--- config.mk ---
export PLATFORM = sky130hd
export DESIGN_NAME = matrix_result_tx_framer_flat
export DESIGN_NICKNAME = d
export VERILOG_FILES = /design/src/rtl/matrix_result_tx_framer_if.sv /design/src/rtl/matrix_result_tx_framer.sv /design/src/flat_wrapper.sv
export SDC_FILE = /design/constraint.sdc
export NUM_CORES = 1
export LEC_CHECK = 0
export BUFFER_PORTS_ARGS = -buffer_cell sky130_fd_sc_hd__buf_2
export CORE_ASPECT_RATIO = 0.9
export CORE_UTILIZATION = 40
export DETAILED_ROUTE_END_ITERATION = 6
export PLACE_DENSITY_LB_ADDON = 0.2
export SYNTH_ARGS = -nofsm -noshare
export SYNTH_HDL_FRONTEND = slang
export SYNTH_SLANG_ARGS = --single-unit
--- constraint.sdc ---
create_clock -name clk -period 3.46 [get_ports clk]
set_input_delay 0.519 -clock clk [delete_from_list [all_inputs] [get_ports clk]]
set_output_delay 0.519 -clock clk [all_outputs]
set_load 0.01 [all_outputs]
--- src/rtl/matrix_result_tx_framer_if.sv ---
// Bus between the result framer, the result buffer read port and the UART transmitter.
// Signal names follow the framer's port list; the buffer address width tracks MAX_SIZE.
interface matrix_result_tx_framer_if #(
    parameter int unsigned MAX_SIZE = 10
);
    localparam int unsigned ADDR_W = $clog2(MAX_SIZE * MAX_SIZE);

    logic              start;
    logic [7:0]        size;
    logic [ADDR_W-1:0] rd_addr;
    logic [15:0]       rd_data;
    logic [7:0]        tx_byte;
    logic              tx_start;
    logic              tx_busy;
    logic              tx_done;
    logic              busy;
    logic              frame_done;
    logic              err;

    modport master (
        output start, size, rd_data, tx_busy, tx_done,
        input  rd_addr, tx_byte, tx_start, busy, frame_done, err
    );

    modport slave (
        input  start, size, rd_data, tx_busy, tx_done,
        output rd_addr, tx_byte, tx_start, busy, frame_done, err
    );
endinterface

--- src/rtl/matrix_result_tx_framer.sv ---
// Frames an N x N matrix of 16-bit results as A5, N, {hi,lo}* bytes for a UART transmitter.
// Define MATRIX_TX_CHECKSUM_EN to append an XOR checksum of every sent byte to each frame.
module matrix_result_tx_framer #(
    parameter int unsigned MAX_SIZE   = 10,
    parameter int unsigned GAP_CYCLES = 12500,
    parameter logic [7:0]  HEADER     = 8'hA5
) (
    input logic clk,
    input logic rst_n,
    matrix_result_tx_framer_if.slave bus
);
    localparam int unsigned ADDR_W = $clog2(MAX_SIZE * MAX_SIZE);
    localparam int unsigned GAP_W  = (GAP_CYCLES < 2) ? 1 : $clog2(GAP_CYCLES + 1);

    typedef enum logic [2:0] {
        IDLE, SEND, WAIT_DONE, GAP, FETCH, LOAD, FINISH
`ifdef MATRIX_TX_CHECKSUM_EN
        , CKSUM
`endif
    } state_e;

    // Which byte was handed to the transmitter last; decides the next one after the gap.
    typedef enum logic [2:0] {PH_HDR, PH_SIZE, PH_HI, PH_LO, PH_CK} phase_e;

    state_e            state_q, state_d;
    phase_e            phase_q, phase_d;
    logic [7:0]        n_q, n_d;
    logic [7:0]        total_q, total_d;
    logic [7:0]        idx_q, idx_d;
    logic [15:0]       word_q, word_d;
    logic [GAP_W-1:0]  gap_q, gap_d;
    logic [7:0]        tx_byte_q, tx_byte_d;
    logic              tx_start_q, tx_start_d;
    logic [ADDR_W-1:0] rd_addr_q, rd_addr_d;
    logic              busy_q, busy_d;
    logic              frame_done_q, frame_done_d;
    logic              err_q, err_d;
    logic              busy_s1_q, busy_s2_q;
    logic              done_s1_q, done_s2_q, done_s3_q;
`ifdef MATRIX_TX_CHECKSUM_EN
    logic [7:0]        cksum_q, cksum_d;
`endif

    logic size_ok_c;
    logic done_edge_c;

    assign size_ok_c   = (bus.size >= 8'd2) && (bus.size <= 8'(MAX_SIZE));
    assign done_edge_c = done_s2_q & ~done_s3_q;

    // Next-state and registered-output logic.
    always_comb begin
        state_d      = state_q;
        phase_d      = phase_q;
        n_d          = n_q;
        total_d      = total_q;
        idx_d        = idx_q;
        word_d       = word_q;
        gap_d        = gap_q;
        tx_byte_d    = tx_byte_q;
        rd_addr_d    = rd_addr_q;
        busy_d       = busy_q;
        frame_done_d = 1'b0;
        err_d        = 1'b0;
`ifdef MATRIX_TX_CHECKSUM_EN
        cksum_d      = cksum_q;
`endif
        case (state_q)
            IDLE: begin
                if (bus.start) begin
                    if (size_ok_c) begin
                        n_d       = bus.size;
                        total_d   = 8'(bus.size * bus.size);
                        idx_d     = 8'd0;
                        busy_d    = 1'b1;
                        tx_byte_d = HEADER;
                        phase_d   = PH_HDR;
`ifdef MATRIX_TX_CHECKSUM_EN
                        cksum_d   = 8'd0;
`endif
                        state_d   = SEND;
                    end else begin
                        err_d = 1'b1;
                    end
                end
            end
            SEND: begin
                if (busy_s2_q) begin
`ifdef MATRIX_TX_CHECKSUM_EN
                    cksum_d = cksum_q ^ tx_byte_q;
`endif
                    state_d = WAIT_DONE;
                end
            end
            WAIT_DONE: begin
                if (done_edge_c) begin
                    gap_d   = GAP_W'(GAP_CYCLES);
                    state_d = GAP;
                end
            end
            GAP: begin
                if (gap_q > GAP_W'(1)) begin
                    gap_d = gap_q - GAP_W'(1);
                end else begin
                    gap_d = '0;
                    case (phase_q)
                        PH_HDR: begin
                            tx_byte_d = n_q;
                            phase_d   = PH_SIZE;
                            state_d   = SEND;
                        end
                        PH_SIZE: begin
                            rd_addr_d = ADDR_W'(idx_q);
                            state_d   = FETCH;
                        end
                        PH_HI: begin
                            tx_byte_d = word_q[7:0];
                            phase_d   = PH_LO;
                            state_d   = SEND;
                        end
                        PH_LO: begin
                            if (idx_q == total_q - 8'd1) begin
`ifdef MATRIX_TX_CHECKSUM_EN
                                state_d = CKSUM;
`else
                                state_d = FINISH;
`endif
                            end else begin
                                idx_d     = idx_q + 8'd1;
                                rd_addr_d = ADDR_W'(idx_q + 8'd1);
                                state_d   = FETCH;
                            end
                        end
                        default: state_d = FINISH;
                    endcase
                end
            end
            FETCH: state_d = LOAD;
            LOAD: begin
                word_d    = bus.rd_data;
                tx_byte_d = bus.rd_data[15:8];
                phase_d   = PH_HI;
                state_d   = SEND;
            end
`ifdef MATRIX_TX_CHECKSUM_EN
            CKSUM: begin
                tx_byte_d = cksum_q;
                phase_d   = PH_CK;
                state_d   = SEND;
            end
`endif
            FINISH: begin
                frame_done_d = 1'b1;
                busy_d       = 1'b0;
                state_d      = IDLE;
            end
            default: state_d = IDLE;
        endcase
        tx_start_d = (state_d == SEND);
    end

    always_ff @(posedge clk or negedge rst_n) begin
        if (!rst_n) begin
            state_q      <= IDLE;
            phase_q      <= PH_HDR;
            n_q          <= 8'd0;
            total_q      <= 8'd0;
            idx_q        <= 8'd0;
            word_q       <= 16'd0;
            gap_q        <= '0;
            tx_byte_q    <= 8'd0;
            tx_start_q   <= 1'b0;
            rd_addr_q    <= '0;
            busy_q       <= 1'b0;
            frame_done_q <= 1'b0;
            err_q        <= 1'b0;
            busy_s1_q    <= 1'b0;
            busy_s2_q    <= 1'b0;
            done_s1_q    <= 1'b0;
            done_s2_q    <= 1'b0;
            done_s3_q    <= 1'b0;
`ifdef MATRIX_TX_CHECKSUM_EN
            cksum_q      <= 8'd0;
`endif
        end else begin
            state_q      <= state_d;
            phase_q      <= phase_d;
            n_q          <= n_d;
            total_q      <= total_d;
            idx_q        <= idx_d;
            word_q       <= word_d;
            gap_q        <= gap_d;
            tx_byte_q    <= tx_byte_d;
            tx_start_q   <= tx_start_d;
            rd_addr_q    <= rd_addr_d;
            busy_q       <= busy_d;
            frame_done_q <= frame_done_d;
            err_q        <= err_d;
            busy_s1_q    <= bus.tx_busy;
            busy_s2_q    <= busy_s1_q;
            done_s1_q    <= bus.tx_done;
            done_s2_q    <= done_s1_q;
            done_s3_q    <= done_s2_q;
`ifdef MATRIX_TX_CHECKSUM_EN
            cksum_q      <= cksum_d;
`endif
        end
    end

    assign bus.tx_byte    = tx_byte_q;
    assign bus.tx_start   = tx_start_q;
    assign bus.rd_addr    = rd_addr_q;
    assign bus.busy       = busy_q;
    assign bus.frame_done = frame_done_q;
    assign bus.err        = err_q;
endmodule
--- src/flat_wrapper.sv ---
// flat-port wrapper written by rule: the top's interface ports become plain ports
module matrix_result_tx_framer_flat 
#(
    parameter int unsigned MAX_SIZE   = 10,
    parameter int unsigned GAP_CYCLES = 12500,
    parameter logic [7:0]  HEADER     = 8'hA5
)
  (clk, rst_n, bus_start, bus_size, bus_rd_data, bus_tx_busy, bus_tx_done, bus_rd_addr, bus_tx_byte, bus_tx_start, bus_busy, bus_frame_done, bus_err);
  matrix_result_tx_framer_if #(.MAX_SIZE(MAX_SIZE)) bus_i ();
  input logic clk;
  input logic rst_n;
  input wire logic [$bits(bus_i.start)-1:0] bus_start;
  input wire logic [$bits(bus_i.size)-1:0] bus_size;
  input wire logic [$bits(bus_i.rd_data)-1:0] bus_rd_data;
  input wire logic [$bits(bus_i.tx_busy)-1:0] bus_tx_busy;
  input wire logic [$bits(bus_i.tx_done)-1:0] bus_tx_done;
  output wire logic [$bits(bus_i.rd_addr)-1:0] bus_rd_addr;
  output wire logic [$bits(bus_i.tx_byte)-1:0] bus_tx_byte;
  output wire logic [$bits(bus_i.tx_start)-1:0] bus_tx_start;
  output wire logic [$bits(bus_i.busy)-1:0] bus_busy;
  output wire logic [$bits(bus_i.frame_done)-1:0] bus_frame_done;
  output wire logic [$bits(bus_i.err)-1:0] bus_err;
  assign bus_i.start = bus_start;
  assign bus_i.size = bus_size;
  assign bus_i.rd_data = bus_rd_data;
  assign bus_i.tx_busy = bus_tx_busy;
  assign bus_i.tx_done = bus_tx_done;
  assign bus_rd_addr = bus_i.rd_addr;
  assign bus_tx_byte = bus_i.tx_byte;
  assign bus_tx_start = bus_i.tx_start;
  assign bus_busy = bus_i.busy;
  assign bus_frame_done = bus_i.frame_done;
  assign bus_err = bus_i.err;
  matrix_result_tx_framer #(.MAX_SIZE(MAX_SIZE), .GAP_CYCLES(GAP_CYCLES), .HEADER(HEADER)) u_core (.clk(clk), .rst_n(rst_n), .bus(bus_i));
endmodule
; ---- Word level (Yosys, flattened, before mapping)
; Cells that the tools add are included.
[totals]
output_inout_bits = 19
ff_bits = 76
elab_cells = 98
[op_classes]
eq_ne = 19
reduce_logical = 15
add_sub_neg = 3
muxes = 36
n_lt_le_gt_ge = 3
n_mul = 1
n_bitwise = 3
[ops]
columns = operator, count
row1 = $mux W8, 8
row2 = $pmux W8 S2, 2
row3 = $mux W14, 2
row4 = $pmux W14 S2, 1
row5 = $mux W3, 8
row6 = $pmux W8 S3, 1
row7 = $pmux W3 S3, 2
row8 = $pmux W3 S6, 1
row9 = $gt A14 B1 Y1 const B, 1
row10 = $pmux W7 S2, 1
row11 = $sub A14 B1 Y14 const B, 1
row12 = $eq A3 B2 Y1 const B, 4
row13 = $eq A3 B1 Y1 const B, 3
row14 = $eq A3 B3 Y1 const B, 3
row15 = $add A8 B1 Y8 const B, 1
row16 = $eq A8 B8 Y1, 1
row17 = $ge A8 B2 Y1 const B, 1
row18 = $le A8 B4 Y1 const B, 1
row19 = $mul A8 B8 Y8, 1
row20 = $ne A2 B2 Y1 const B, 4
row21 = $reduce_bool A2 Y1, 4
row22 = $sub A8 B1 Y8 const B, 1
row23 = $mux W7, 1
row24 = $logic_not A3 Y1, 2
row25 = 16 further kinds, 25

; ---- Logic depth before layout (Yosys ltp)
[depth]
ltp_word = 7
ltp_mapped = 14

; ---- Least setup slack after synthesis
; OpenSTA, ideal clock, no wires.
[synth_path]
path_kind = input to register
start = input port bus_size[1]
end = register u_core.total_q[7]
t_arrival_ns = 3.382
cell_stages = 14
setup_time_ns = 0.134
slack_ns = -0.056
cell_sequence = clkbuf_1 -> nand2_1 -> fa_1 -> inv_1 -> fa_1 -> ha_1 -> inv_1 -> fa_1 -> inv_1 -> ha_1 -> a21o_1 -> a21oi_1 -> xnor2_1 -> o21ai_0
[synth_via]
elab_chain_len = 3
word_cells_on_any_way = 5
classes_between = mul: 1 / order compare: 2 / reduce/logical: 2
[synth_rtl]
columns = item, line
row1 = "start, declared", flat_wrapper.sv:13  ; input wire logic [$bits(bus_i.size)-1:0] bus_size;
row2 = branches (longest 3 deep; another with $mul A8 B8 Y8), --
row3 = "end signal, assigned", matrix_result_tx_framer.sv:188  ; total_q <= total_d;
row4 = "end, declared", matrix_result_tx_framer.sv:28  ; logic [7:0] total_q, total_d;
; Parallel ways; which one is timed is not known.
; A chain may end at the register's enable or synchronous reset.

; ---- Final worst setup path
[layout_path]
start = input port bus_size[4]
end = register u_core.total_q[7]
; Same word-level chain as after synthesis.

==> impl_metrics.json <==
{
  "cts_max_path_buffers": 2,
  "cts_tree": "yes",
  "timing.critical_path.to": "u_core.total_q[7]$_DFFE_PN0P_",
  "fillCellCount": 972,
  "grt.busiest_layer": "met2",
  "htreeDepth": 3,
  "drcViolationCount": 4,
  "rsz0062_at_grt": "no",
  "worstHoldPathType": "primary input to async pin",
  "cp_num_cells": 15,
  "max_freq_mhz": 307,
  "timing.rr.start": "u_core.total_q[2]$_DFFE_PN0P_",
  "timing.reg2reg.worst_path_depth": 7,
  "number_of_antenna_violations_at_the_first_check_in_global_routing": 1,
  "hold_ws_ns": 0.289,
  "cts.sinks": 73,
  "drive_gt1_share_pct": 23.2,
  "postSynth.asyncResetShare_pct": 100,
  "synth.top_cells.by_area": "sky130_fd_sc_hd__dfrtp_1 (43%), sky130_fd_sc_hd__ha_1 (4.4%), sky130_fd_sc_hd__fa_1 (4.2%), sky130_fd_sc_hd__o21ai_0 (3.7%), sky130_fd_sc_hd__nand2_1 (3.7%)",
  "worstPathCellList": "buf_2 > and2_1 > inv_1 > fa_1 > inv_1 > fa_1 > ha_1 > inv_1 > fa_1 > inv_1 > ha_1 > a21o_1 > a21oi_2 > xnor2_1 > o21ai_0",
  "mappedNetlistNets": 494,
  "clk_latency_ns": 0.34,
  "cts_made_buffers": 9,
  "crit_type": "primary input to register",
  "netlist_top_cells_count": "sky130_fd_sc_hd__dfrtp_1 (73), sky130_fd_sc_hd__nand2_1 (42), sky130_fd_sc_hd__nor2_1 (37)",
  "shortest_clock_period_the_worst_path_allows_after_layout_ns": 3.25,
  "setup.worst_path.end_class": "register",
  "timing.final.hold_violations": 0,
  "antenna_cells": 0,
  "cts.root.buffer_cell": "sky130_fd_sc_hd__clkbuf_16",
  "std_cell_rows": 35,
  "outcome": "complete, but fails checks",
  "max_slew.worst_pin.slew_ns": 0.942,
  "critPathSlowestCell": "sky130_fd_sc_hd__fa_1",
  "crit_buf_inv": 5,
  "worst_slew_margin_rel_pct": 37.2,
  "area_delta_synth_final_pct": 17.5,
  "synth-warning-count": 0,
  "arrival_time_at_the_worst_endpoint_ns": 3.46,
  "crit_required_ns": 3.67,
  "syn_avg_cell_area_sq_um": 9.70,
  "post-dp-hpwl_um": 6580,
  "timing.critical_path.from": "bus_size[4]",
  "die-width_um": 111,
  "yosysTopAreaCellShare_pct": 42.7,
  "syn-instance-count": 441,
  "dr_total_vias": 3348,
  "global_route.usage.met3_pct": 4.95,
  "grt_first_pass_wirelength_um": 15700,
  "timing.reg2reg.setup_slack_ns": 0.71,
  "synth_area_sq_um": 4280,
  "power_density_nw_per_um2": 643,
  "cts_repair_resize_count": 0,
  "finalSetupViolCount": 0,
  "cpMostUsedCell": "sky130_fd_sc_hd__inv_1",
  "post_cts_buffers": 0,
  "portBuffers": 47,
  "detailedRoute.firstIterationViolations": 116,
  "ctsHoldBuffers": 0,
  "synth_most_common_cell": "sky130_fd_sc_hd__dfrtp_1",
  "final_antenna_net_count": 0,
  "grt_overflow_total": 0,
  "synth-edff-count": 0,
  "post-layout-total-power_mw": 3.23,
  "global_route.usage.met1_pct": 24.0,
  "cpPeakStageDelay_ns": 0.53,
  "die-area_sq_um": 11100,
  "path_clk_slew_ns": 0.06,
  "synthDominantAreaCellType": "sky130_fd_sc_hd__dfrtp_1",
  "routed_wl_um": 9210,
  "worst_setup_path_start_kind": "primary input",
  "initial_core_util_pct": 41.4,
  "drt-wirelength-per-cell_um": 14.6,
  "groute.usage.overall_pct": 17.8,
  "crit_fanout": 2,
  "dominantRegCellSynth": "sky130_fd_sc_hd__dfrtp_1",
  "routabilityCongestion": 0.799,
  "worst_path_dominant_cell_family": "adder cells",
  "nNetsFinal": 549,
  "grt_start_max_net_pins": 74,
  "final.period_utilization_pct": 94.0,
  "vias_in_the_first_global_route": 3266,
  "power_leakage_nw": 2.41,
  "post_synth_num_cell_types": 53,
  "clock_skew_ns": 0.00835,
  "ir_drop_mv": 0.262,
  "vias_per_cell": 5.31,
  "synth.yosys.seq_area_share_pct": 42.7,
  "timing_max_transition_violations_final": 0,
  "drt_pass1_iterations": 6,
  "floorplan.core_area_sq_um": 10300,
  "die_height_um": 100,
  "ys_ff_latch": 73,
  "pin_count": 48,
  "globalRouteMet2Util_pct": 28.3,
  "max-cap-violations": 0,
  "regToRegEndpoint": "u_core.bus.rd_addr[1]$_DFFE_PN0P_",
  "failed_checks": "DRC"
}
==> through the flow <==
step / utilization (%) / std cells / cell area [sq um] / setup slack (ns) / TNS, ns
floorplan: - / 441 / 4280 / 0.0301 / 0
global placement: 45.7 / 614 / 4720 / -0.0631 / -0.0931
detailed placement: 45.7 / 614 / 4720 / -0.220 / -0.392
CTS: 48.6 / 630 / 5020 / 0.134 / 0
global route: 48.7 / 630 / 5030 / 0.00194 / 0
finish: 48.7 / 630 / 5030 / 0.206 / 0
==> state kept, by name, indices dropped and copies added (netlist names) <==
signal / flops
u_core.bus.err: 1
u_core.word_q: 8
u_core.done_s1_q: 1
u_core.busy_s1_q: 1
u_core.bus.frame_done: 1
u_core.bus.rd_addr: 7
u_core.bus.busy: 1
u_core.done_s2_q: 1
u_core.idx_q: 8
u_core.gap_q: 14
u_core.busy_s2_q: 1
u_core.total_q: 7
u_core.phase_q: 2
u_core.state_q: 3
u_core.n_q: 7
u_core.done_s3_q: 1
u_core.bus.tx_start: 1
u_core.bus.tx_byte: 8
==> worst reg2reg max path, delay by kind of cell (launching register included) <==
family,cells,cell delay (ns)
compound gates,3,0.95
simple gates,1,0.55
flops,1,0.46
mux,1,0.34
fa+ha+maj,1,0.25
buf+inv,1,0.07
==> worst min path at each step <==
stage	endpoint	slack, ns	cells after the start
2_1_floorplan	u_core.bus.busy$_DFFE_PN0P_	0.22	0
3_3_place_gp	u_core.done_s2_q$_DFF_PN0_	0.34	0
3_5_place_dp	u_core.busy_s2_q$_DFF_PN0_	0.35	0
4_1_cts	u_core.done_s1_q$_DFF_PN0_	0.29	1
5_1_grt	u_core.busy_s1_q$_DFF_PN0_	0.28	1
6_report	u_core.bus.rd_addr[5]$_DFFE_PN0P_	0.29	1
==> routing by layer <==
layer | routed length (um) | share of wire, % | up-vias
met5 | 13 | 0.14 | -
met4 | 86 | 0.93 | 2
met3 | 429 | 4.7 | 10
met2 | 4240 | 46 | 73
met1 | 4440 | 48 | 1617
li1 | - | - | 1646
==> report_power, final <==
group	switching, mW	internal [mW]	total, mW
Combinational	0.611	0.462	1.07
Sequential	0.184	1.02	1.21
Clock	0.388	0.564	0.953
Total	1.18	2.05	3.23
==> cell families (layout without fill, tap and decap cells) <==
logic type / Yosys count / in the layout / synth area share, %
mux: 29 / 29 / 7.98
fa+ha+maj: 24 / 24 / 8.60
flops: 73 / 73 / 42.7
compound gates: 99 / 99 / 14.9
simple gates: 150 / 150 / 17.1
xor+xnor: 22 / 22 / 4.50
buf+inv: 44 / 104 / 4.27
==> cell type report <==
cell class / count / area (sq um) / share of cell area, %
Multi-Input combinational cell: 324 / 2270 / 45.2
Sequential cell: 73 / 1830 / 36.3
Timing Repair Buffer: 66 / 380 / 7.56
Clock buffer: 9 / 225 / 4.48
Tap cell: 129 / 161 / 3.21
Inverter: 22 / 82.6 / 1.64
Clock inverter: 7 / 78.8 / 1.57
==> placed cells by master (no fill, tap or decap), drive strengths merged, types with 5 or more instances in the layout <==
cell,instances
nand2b,7
inv,24
fa,9
o21ai,33
nand2,42
a21oi,22
nor4,6
xnor2,13
and3,5
clkbuf,9
nor2,37
a21o,7
nand3,11
and2,16
xor2,9
nor3,8
or2,5
mux2i,9
a211oi,10
buf,66
ha,15
mux2,20
a31o,5
dfrtp,73
Note: power is estimated with default switching activity, not from simulation.
